### config.mk
export PLATFORM = sky130hd
export DESIGN_NAME = cnn_layer_sequencer
export DESIGN_NICKNAME = d
export VERILOG_FILES = /design/src/rtl/cnn_layer_sequencer.sv
export SDC_FILE = /design/constraint.sdc
export NUM_CORES = 1
export LEC_CHECK = 0
export CORE_UTILIZATION = 32
export CTS_BUF_LIST = sky130_fd_sc_hd__clkbuf_16
export DETAILED_ROUTE_END_ITERATION = 8
export PLACE_DENSITY = 0.57
export SLEW_MARGIN = 20
export SYNTH_ARGS = -nofsm -noshare
export SYNTH_HDL_FRONTEND = slang
export SYNTH_SLANG_ARGS = --single-unit
### constraint.sdc
create_clock -name clk -period 5.36 [get_ports clk]
set_input_delay 1.608 -clock clk [delete_from_list [all_inputs] [get_ports clk]]
set_output_delay 1.608 -clock clk [all_outputs]
set_load 0.01 [all_outputs]
### src/rtl/cnn_layer_sequencer.sv
// Instruction sequencer for the CNN accelerator: fetches from a synchronous ROM and
// dispatches each instruction to an engine via start/done, with repeat, halt and traps.
module cnn_layer_sequencer #(
    parameter int INSTR_W   = 64,
    parameter int IMEM_AW   = 8,
    parameter int NUM_UNITS = 6,
    parameter int TIMEOUT   = 4096,
    parameter int TO_W      = 16
) (
    input  logic                 clk,
    input  logic                 reset,
    input  logic                 start,
    input  logic [IMEM_AW-1:0]   base_addr,
    input  logic [IMEM_AW:0]     num_instrs,
    output logic                 imem_rd,
    output logic [IMEM_AW-1:0]   imem_addr,
    input  logic [INSTR_W-1:0]   imem_data,
    output logic [NUM_UNITS-1:0] unit_start,
    output logic [INSTR_W-14:0]  unit_arg,
    output logic [7:0]           unit_iter,
    input  logic [NUM_UNITS-1:0] unit_done,
    output logic                 busy,
    output logic                 done,
    output logic                 error,
    output logic [1:0]           err_code,
    output logic [IMEM_AW:0]     pc
);
    localparam int ARG_W = INSTR_W - 13;
    localparam logic [4:0]      OP_NOP   = 5'd0;
    localparam logic [4:0]      OP_HALT  = 5'd31;
    localparam logic [4:0]      OP_LAST  = 5'(NUM_UNITS);
    localparam logic [TO_W-1:0] TO_LIMIT = TO_W'(TIMEOUT);
    localparam logic [TO_W-1:0] TO_ONE   = TO_W'(1);
    localparam logic [IMEM_AW:0] PC_ONE  = (IMEM_AW+1)'(1);
    localparam bit              TO_EN    = (TIMEOUT != 0);

    typedef struct packed {
        logic [ARG_W-1:0] arg;
        logic [7:0]       rpt;
        logic [4:0]       op;
    } instr_t;

    typedef enum logic [2:0] {
        S_IDLE, S_FETCH, S_MEMWAIT, S_DECODE, S_ISSUE, S_WAITDONE, S_FIN, S_TRAP
    } state_t;

    state_t               state, state_nxt;
    instr_t               ir;
    logic [IMEM_AW-1:0]   base_q;
    logic [IMEM_AW:0]     num_q;
    logic [7:0]           iter;
    logic [TO_W-1:0]      to_cnt, to_cnt_inc;
    logic [NUM_UNITS-1:0] sel;
    logic [1:0]           trap_code;
    logic                 prog_end, op_is_unit;
    logic                 pc_inc, iter_clr, iter_inc, arg_ld;

    // Decoded one-hot engine select for the instruction in the register.
    for (genvar k = 0; k < NUM_UNITS; k++) begin : g_sel
        assign sel[k] = (ir.op == 5'(k + 1));
    end

    assign prog_end   = (pc >= num_q);
    assign op_is_unit = (ir.op != OP_NOP) && (ir.op <= OP_LAST);
    assign to_cnt_inc = to_cnt + TO_ONE;

    assign busy       = (state != S_IDLE);
    assign imem_rd    = (state == S_FETCH) && !prog_end;
    assign imem_addr  = imem_rd ? (base_q + pc[IMEM_AW-1:0]) : '0;
    assign unit_start = (state == S_ISSUE) ? sel : '0;
    assign unit_iter  = iter;

    always_comb begin
        state_nxt = state;
        trap_code = 2'd0;
        pc_inc    = 1'b0;
        iter_clr  = 1'b0;
        iter_inc  = 1'b0;
        arg_ld    = 1'b0;
        case (state)
            S_IDLE:    if (start) state_nxt = S_FETCH;
            S_FETCH:   state_nxt = prog_end ? S_FIN : S_MEMWAIT;
            S_MEMWAIT: state_nxt = S_DECODE;
            S_DECODE: begin
                if (ir.op == OP_NOP) begin
                    pc_inc    = 1'b1;
                    state_nxt = S_FETCH;
                end else if (op_is_unit) begin
                    iter_clr  = 1'b1;
                    arg_ld    = 1'b1;
                    state_nxt = S_ISSUE;
                end else if (ir.op == OP_HALT) begin
                    state_nxt = S_FIN;
                end else begin
                    trap_code = 2'd1;
                    state_nxt = S_TRAP;
                end
            end
            S_ISSUE:   state_nxt = S_WAITDONE;
            S_WAITDONE: begin
                // Foreign done outranks the selected one; selected done outranks timeout.
                if (|(unit_done & ~sel)) begin
                    trap_code = 2'd3;
                    state_nxt = S_TRAP;
                end else if (|(unit_done & sel)) begin
                    if (iter == ir.rpt) begin
                        pc_inc    = 1'b1;
                        state_nxt = S_FETCH;
                    end else begin
                        iter_inc  = 1'b1;
                        state_nxt = S_ISSUE;
                    end
                end else if (TO_EN && (to_cnt_inc == TO_LIMIT)) begin
                    trap_code = 2'd2;
                    state_nxt = S_TRAP;
                end
            end
            S_FIN:     state_nxt = S_IDLE;
            S_TRAP:    state_nxt = S_IDLE;
            default:   state_nxt = S_IDLE;
        endcase
    end

    always_ff @(posedge clk or negedge reset) begin
        if (!reset) begin
            state    <= S_IDLE;
            ir       <= '0;
            base_q   <= '0;
            num_q    <= '0;
            pc       <= '0;
            iter     <= '0;
            to_cnt   <= '0;
            unit_arg <= '0;
            done     <= 1'b0;
            error    <= 1'b0;
            err_code <= 2'd0;
        end else begin
            state <= state_nxt;
            if (state == S_IDLE && start) begin
                pc       <= '0;
                iter     <= '0;
                done     <= 1'b0;
                error    <= 1'b0;
                err_code <= 2'd0;
                base_q   <= base_addr;
                num_q    <= num_instrs;
            end
            if (state == S_MEMWAIT) ir <= instr_t'(imem_data);
            if (pc_inc) pc <= pc + PC_ONE;
            if (iter_clr)      iter <= '0;
            else if (iter_inc) iter <= iter + 8'd1;
            // Operand only moves when a new engine instruction is decoded.
            if (arg_ld) unit_arg <= ir.arg;
            if (state == S_ISSUE)         to_cnt <= '0;
            else if (state == S_WAITDONE) to_cnt <= to_cnt_inc;
            if (state_nxt == S_FIN) done <= 1'b1;
            if (state_nxt == S_TRAP) begin
                error    <= 1'b1;
                err_code <= trap_code;
            end
        end
    end
endmodule

Word level (Yosys, flattened, before mapping)

Index checks and enable logic that the tools add are counted.

Flip-flop bits (word level): 172
Logic and storage cells: 99

Add/subtract/negate cells: 4
Order comparisons: 2
Eq/ne operators: 18
Muxes and demuxes: 43
Bitwise logic cells: 3
Reductions and logical operators: 16

Operator list:

| cell                  | count |
|---|---|
| $mux 16               | 2 |
| $mux 8                | 4 |
| $mux 3                | 7 |
| $pmux 3 s7            | 1 |
| $eq 3x3->1 const B    | 6 |
| $mux 1                | 18 |
| $mux 9                | 2 |
| $add 16x1->16 const B | 1 |
| $eq 16x13->1 const B  | 1 |
| $eq 5x3->1 const B    | 3 |
| $and 6x6->6           | 2 |
| $mux 2                | 6 |
| $reduce_or 6->1       | 2 |
| $eq 5x2->1 const B    | 2 |
| $add 9x1->9 const B   | 1 |
| $ge 9x9->1            | 1 |
| $add 8x1->8 const B   | 1 |
| $add 8x8->8           | 1 |
| $eq 8x8->1            | 1 |
| $reduce_bool 2->1     | 4 |
| $eq 3x2->1 const B    | 2 |
| $mux 6                | 1 |
| $not 6->6             | 1 |
| $reduce_bool 3->1     | 2 |
| 12 further kinds      | 14 |

Logic depth before layout (Yosys ltp)

Gate-level depths: netlist of run 1.

Word-level depth: 8
Gate-level depth with buffers: 8
Mapped depth without buffers: 8

Worst setup path after synthesis of run 1

OpenSTA, ideal clock, no wires.

Path type: register -> output
From: register pc[0]
To: output imem_addr[6]
Arrival time: 1892 ps
Required time: 3752 ps
Path slack: 1860 ps
Cell stages (with the launch flop): 9
Buffers on the path: 0
Cells stage by stage: dfrtp_1 > ha_1 > fa_1 > a21o_1 > a21oi_1 > o21bai_1 > a21oi_1 > xor2_1 > nor2_1

Word-level cells in the longest chain between the ends: 4
Elaborated cells on any way between the ends: 5
Those cells by class: add/sub: 1; order compare: 1; mux: 1; reduce/logical: 2

Ends and longest elaborated chain:

| what                     | line | text |
|---|---|---|
| start: declaration       | 26   | `output logic [IMEM_AW:0] pc` |
| start signal: assignment | 149  | `if (pc_inc) pc <= pc + PC_ONE;` |
| $ge 9x9->1               | 63   | `assign prog_end = (pc >= num_q);` |
| $logic_not 1->1          | 68   | `assign imem_rd = (state == S_FETCH) && !prog_end;` |
| $logic_and 1x1->1        | 68   |  |
| $mux 8 *                 | 69   | `assign imem_addr = imem_rd ? (base_q + pc[IMEM_AW-1:0]) : '0;` |
| end: declaration         | 16   | `output logic [IMEM_AW-1:0] imem_addr,` |

Every way passes the cells marked *; elsewhere a longest branch is shown, timed or not.

Final worst setup path of run 1

From: register pc[1]
To: output imem_addr[7]

Same word-level chain as after synthesis.

==> summary.txt, run 1 <==
Run status
  • Status: completed

Floorplan
  • IO Pins: 178
  • Die width: 161.5 um
  • # rows: 57
  • Initial Utilization: 33.07%
  • Chip height: 161.5 um
  • Die Area: 0.02607 sq mm
  • CORE AREA: 0.02460 sq mm

Clocking
  • Worst-Skew Late Latency: 0.44 ns
  • TritonCTS Sinks: 172
  • CTS Buffer Depth: 2
  • Num CTS Buffers: 17
  • Clock-pin slew on the worst setup and hold paths: 0.07 ns
  • Post-CTS sizing: 0
  • Hold buffers post-CTS: 0
  • H-tree depth: 4
  • Post-CTS Setup Repair Bufs: 0
  • Root Buffer: clkbuf_16
  • Clock tree from TritonCTS: built

Min path
  • Hold Path Class: register to register

Synth
  • XOR/XNOR Fraction of Synth Area: 2.153%
  • Instance count of the mapped netlist: 677
  • Syn nets: 787
  • Post-synth EDFFs: 0
  • Area contributors post-synth: dfrtp_1 53%, mux2_2 18%, ha_1 2.9%, nand2_1 1.9%, nor2_1 1.8%
  • Post-synthesis adder-cell area fraction: 3.168%
  • Synth top area share: 52.90%
  • Largest family of logic cells by synthesized area: multiplexers
  • Mux contribution to synthesized area: 19.91%
  • Mean Syn Cell Area: 12.02 sq um
  • Yosys cell types: 59
  • Synthesis Warnings: 0
  • Sequential share of the synthesized area: 52.90%
  • Post-synth top area cell: dfrtp_1
  • Area of the mapped netlist: 0.008137 sq mm
  • Compound-Gate Fraction of Synth Area: 7.581%
  • Top FF cell, synth: dfrtp_1
  • FF+latch count, synth: 172
  • Synth Area in Simple Gates: 11.69%
  • Async SR Flop Fraction: 100.0%

Critical path
  • Crit path max-delay cell type: clkdlybuf4s50_1
  • CP max stage delay: 0.55 ns
  • Setup Crit Path Kind: register to output pin
  • Worst Setup Start Kind: register
  • Setup crit end kind: output pin
  • CP Data Arrival Time: 2.93 ns
  • Buffers and inverters on the worst path: 1
  • Critical-path cell list: ha_1 > a21o_1 > a21oi_1 > o21ai_0 > o41ai_1 > xnor2_1 > nor2_1 > clkdlybuf4s50_1
  • Crit-path max FO: 7
  • Data required, critical path: 3.75 ns
  • Critical path's top delay family: compound AO/OA/AOI/OAI gates

Timing
  • Slew headroom: 46.63%
  • Period Utilization, post-route: 84.64%
  • RSZ-0062 raised after global routing: false
  • PnR worst setup slack: 0.8235 ns
  • Hold Vio Cnt, Final: 0
  • Final setup TNS: 0 ns
  • Slew Limit Fails: 0
  • Actual slew at the worst max-slew pin: 0.7987 ns
  • Minimum clock period: 4.537 ns
  • Clock Skew: 0.02165 ns
  • Fmax: 220.4 MHz
  • Final setup viols: 0

Final layout
  • Storage element area: 0.004304 sq mm
  • Finished Core Util: 44.10%
  • Fill cell count: 2365
  • Commonest non-fill, non-tap cell in the layout: clkdlybuf4s50_1
  • Design Area, Final: 0.01085 sq mm
  • Layout cells sized above 1: 21.16%
  • Final std cells w/o fill: 1190
  • Final nets: 962
  • Most frequent cells in the layout: 176 x clkdlybuf4s50_1, 172 x dfrtp_1, 132 x mux2_2
  • Multi-input gate area: 0.003636 sq mm
  • Synth-to-Final Area Change: 33.37%

Global routing
  • Vias in the first global route: 5772
  • Largest net degree at the start of global routing: 81
  • Global route total overflow: 0
  • First-pass GRT wire length: 31630 um
  • Initial antenna violation count: 3
  • Global-route total usage across every layer: 15.66%

Pwr
  • Internal power: 3.669 mW
  • Peak VDD IR: 0.2347 mV
  • Combinational share of power: 36.6%
  • Power per cell area: 510.5 mW/mm^2
  • Sequential Power Share: 40.6%
  • Switch Pwr: 1.871 mW
  • Leakage Power: 4.735 nW
  • Clk pwr share: 22.9%
  • Sw Share: 33.78%

Route
  • Vias: 5733
  • Final wirelength: 19610 um
  • Vias per cell: 4.818
  • DRT antenna net count: 0
  • Routed wire per std cell: 16.48 um
  • DRT iter0 DRCs: 259
  • First-pass detailed-route iteration total: 4
  • DRC violations left: 0

Place
  • Gpl congestion: 0.8020
  • IO buf count: 177
  • Area after DPL: 0.01025 sq mm
  • HPWL after detailed placement: 13750 um
  • DP Worst Slack: 1.100 ns
  • Inst Count DP: 1157

Run
  • Max-Cap Viols: 0
## synth_stat cells, drive strengths merged (2+ instances only)
cell,n
or3,7
a22oi,6
a211oi,3
a21oi,19
buf,13
a211o,3
nand4,9
a21o,9
a32oi,2
mux2i,10
xnor2,8
xor2,12
and2,4
nor2,40
a31oi,4
inv,20
o21ai,22
nor4,6
nor3b,5
and3,12
or2,5
nand2,41
nor2b,3
a31o,5
mux2,135
dfrtp,172
ha,19
nor3,9
nand3,21
nand2b,12
clkbuf,15
nor4b,3
o211ai,4
## power by group through the flow
| stage | Clock, mW | Sequential [mW] | Combinational (mW) |
|---|---|---|---|
| 4_1_cts | 1.31 | 2.25 | 2.06 |
| 5_1_grt | 1.36 | 2.34 | 2.22 |
| 2_1_floorplan | 0 | 2.24 | 1.17 |
| 3_3_place_gp | 0 | 2.26 | 2.04 |
| 6_report | 1.27 | 2.25 | 2.03 |
| 3_5_place_dp | 0 | 2.27 | 2.04 |
## state kept, by name (all words and copies together), names as in the netlist
signal     flops
base_q         8
to_cnt        16
err_code       2
error          1
ir            64
unit_iter      8
state          3
pc             9
num_q          9
unit_arg      51
done           1
## worst paths after layout
| check | from | to | slack [ns] | cells past startpoint |
|---|---|---|---|---|
| setup / recovery | pc[1] | imem_addr[7] | 0.82 | 8 |
| hold / removal | error | error | 0.49 | 2 |
| setup reg to reg | ir[3] | unit_arg[6] | 2.59 | 5 |
| hold reg to reg | error | error | 0.49 | 2 |
| max in group asynchronous | reset | num_q[3] | 3.13 | 2 |
| min in group asynchronous | reset | base_q[5] | 1.23 | 1 |
## routing by layer
layer	GRT usage [%]	vias to the layer above	wire (um)
met1	19.46	2811	8532
met2	23.92	133	8892
met4	4.846	2	177
met3	7.524	12	1993
li1	-	2775	-
met5	0	-	13
## layout make-up
cell class,count,area share (%)
flip-flops and latches,172,39.66
multi-input cells,457,33.51
repair buffers,184,16.82
clock buffers,17,3.920
well taps,324,3.736
clock inverters,15,1.637
inverters,20,0.6918
diodes,1,0.02306
## stage by stage
| stage | hold WS, ns | total power, mW |
|---|---|---|
| finish | 0.4943 | 5.540 |
| detailed placement | 0.4871 | 4.315 |
| CTS | 0.5046 | 5.626 |
| global route | 0.5184 | 5.925 |
| global placement | 0.4835 | 4.297 |
| floorplan | 0.4750 | 3.406 |
## worst min-delay path, cell delays in order (launching register included)
cell and delay, ns:
dfrtp_1 0.34, nand2_1 0.05, nand3_1 0.07
## cell families after synthesis
logic type      count (synthesis)
compound gates                 90
xor+xnor                       20
fa+ha+maj                      20
buf+inv                        48
flops                         172
mux                           145
simple gates                  182
Note: power is estimated with default switching activity, not from simulation.
==> run 2, diff against run 1 <==
clock period = 4.25 ns   (was 5.36 ns; I/O delays follow)
==> run 2 against run 1 <==
  * Clock power is 20% higher
  * Non-clock buffer count rose by 7
  * Sequential share of layout area down 0.28 points
  * Wire length is 1.3% higher
  * Global-route usage is 0.21 points higher
  * Highest routed layer unchanged
  * Setup slack lost 0.63 ns
  * Cell count rose by 0.59%
  * Worst hold slack better by 0.0066 ns
  * Critical path depth increased by 1
  * Via count is 0.61% higher
  * Total power grew 26%
  * Die area unchanged
==> summary.txt, run 2 (same netlist as run 1, synthesis figures left out) <==
Clocking
  • Root Buffer: clkbuf_16
  • Clock tree from TritonCTS: built
  • TritonCTS Sinks: 172
  • Worst-Skew Late Latency: 0.43 ns
  • Hold buffers post-CTS: 0
  • Num CTS Buffers: 17
  • H-tree depth: 4
  • Clock-pin slew on the worst setup and hold paths: 0.07 ns
  • CTS Buffer Depth: 2

Timing
  • Period Utilization, post-route: 95.47%
  • Final setup viols: 0
  • PnR worst setup slack: 0.1925 ns
  • Slew Limit Fails: 0
  • Slew headroom: 40.44%
  • Hold Vio Cnt, Final: 0
  • Minimum clock period: 4.057 ns
  • Fmax: 246.5 MHz
  • Clock Skew: 0.009685 ns
  • Actual slew at the worst max-slew pin: 0.8934 ns
  • Final setup TNS: 0 ns

Pwr
  • Leakage Power: 4.798 nW
  • Clk pwr share: 21.8%
  • Sequential Power Share: 40.3%
  • Combinational share of power: 37.9%
  • Power per cell area: 638.9 mW/mm^2
  • Sw Share: 33.97%
  • Peak VDD IR: 0.2672 mV
  • Pwr Total: 6.990 mW
  • Internal power: 4.615 mW
  • Switch Pwr: 2.374 mW

Place
  • Gpl congestion: 0.8003
  • IO buf count: 177
  • HPWL after detailed placement: 13930 um
  • DP Worst Slack: 0.3738 ns
  • Inst Count DP: 1161

Route
  • DRT antenna net count: 0
  • Vias per cell: 4.819
  • Final wirelength: 19870 um
  • DRT iter0 DRCs: 276
  • First-pass detailed-route iteration total: 4
  • Routed wire per std cell: 16.60 um
  • Vias: 5768
  • DRC violations left: 0

Floorplan
  • Die width: 161.5 um
  • Initial Utilization: 33.07%
  • IO Pins: 178
  • Chip height: 161.5 um
  • # rows: 57
  • Die Area: 0.02607 sq mm
  • CORE AREA: 0.02460 sq mm

Run status
  • Status: completed

Global routing
  • Initial antenna violation count: 3
  • Global route total overflow: 0
  • Largest net degree at the start of global routing: 65
  • First-pass GRT wire length: 32170 um
  • Global-route total usage across every layer: 15.87%
  • Vias in the first global route: 5753

Critical path
  • Setup Crit Path Kind: register to output pin
  • FF-to-FF path depth: 6
  • Crit-path max FO: 8
  • Worst R2R Start: ir[1]
  • Reg-to-reg slack, setup: 1.65 ns
  • Worst Setup Start Kind: register
  • Reg-to-reg endpoint: state[1]
  • Setup crit end kind: output pin
  • CP Data Arrival Time: 2.78 ns
  • Data required, critical path: 2.97 ns
  • Worst Setup SP: pc[2]
  • Worst setup path end: imem_addr[7]

Final layout
  • Largest register FFs: 64
  • Fill cell count: 2305
  • Commonest non-fill, non-tap cell in the layout: clkdlybuf4s50_1
  • Biggest regs: ir: 64 flops, unit_arg: 51 flops, to_cnt: 16 flops
  • Largest Register: ir
  • Layout cells sized above 1: 22.85%
  • Final std cells w/o fill: 1197
  • Multi-input gate area: 0.003670 sq mm
  • Storage element area: 0.004309 sq mm
  • Synth-to-Final Area Change: 34.46%
  • Most frequent cells in the layout: 174 x clkdlybuf4s50_1, 168 x dfrtp_1, 132 x mux2_2
  • Final nets: 969

Min path
  • Hold Path Class: register to register

Run
  • Max-Cap Viols: 0
## run 2: through the flow
stage | area [sq um] | utilization (%) | hold WS, ns
3_5_place_dp | 10300 | 41.87 | 0.4885
2_1_floorplan | 8137 | - | 0.4750
3_3_place_gp | 10300 | 41.87 | 0.4823
6_report | 10940 | 44.46 | 0.5009
4_1_cts | 10890 | 44.27 | 0.5022
5_1_grt | 10940 | 44.44 | 0.5142
## run 2: worst min path at each step
stage	from	end	slack (ns)	depth (start not counted)
finish	ir[18]	unit_arg[5]	0.50	1
global route	num_q[8]	num_q[8]	0.51	1
CTS	ir[18]	unit_arg[5]	0.50	1
detailed placement	ir[47]	unit_arg[34]	0.49	1
global placement	ir[44]	unit_arg[31]	0.48	1
floorplan	ir[13]	ir[13]	0.47	1
## run 2: layout make-up
cell class,count,area share [%]
antenna,2,0.04575
clock buffer,17,3.888
clock inverter,14,1.304
inverter,20,0.6862
multi-input combinational,457,33.54
sequential,172,39.39
tap,324,3.705
timing repair buffer,191,17.44
## run 2: worst max-delay path, cell delays in order, from the launching register on
cell and delay, ns:
dfrtp_2 0.46, ha_1 0.24, nor4_2 0.28, o21ai_1 0.13
a31oi_1 0.17, o211ai_1 0.11, buf_4 0.17, buf_4 0.15
nor2_1 0.11, clkdlybuf4s50_1 0.54
## run 2: power groups by stage
stage	registers, mW	logic [mW]	clock network (mW)
floorplan	2.83	1.47	0
global placement	2.82	2.61	0
detailed placement	2.84	2.63	0
CTS	2.82	2.66	1.58
global route	2.93	2.91	1.64
finish	2.81	2.65	1.52
## run 2: repair_timing
action	in CTS	in global routing
resized for setup	0	13
buffers inserted	3	0
setup endpoints to repair	3	8
pin swaps	1	0
## run 2: per-layer routing
metal | wire, um | vias to the layer above | track usage, %
met4 | 116 | 2 | 3.345
met2 | 9037 | 139 | 24.59
met3 | 1866 | 10 | 7.473
met5 | 13 | - | 0
li1 | - | 2800 | -
met1 | 8834 | 2817 | 20.11
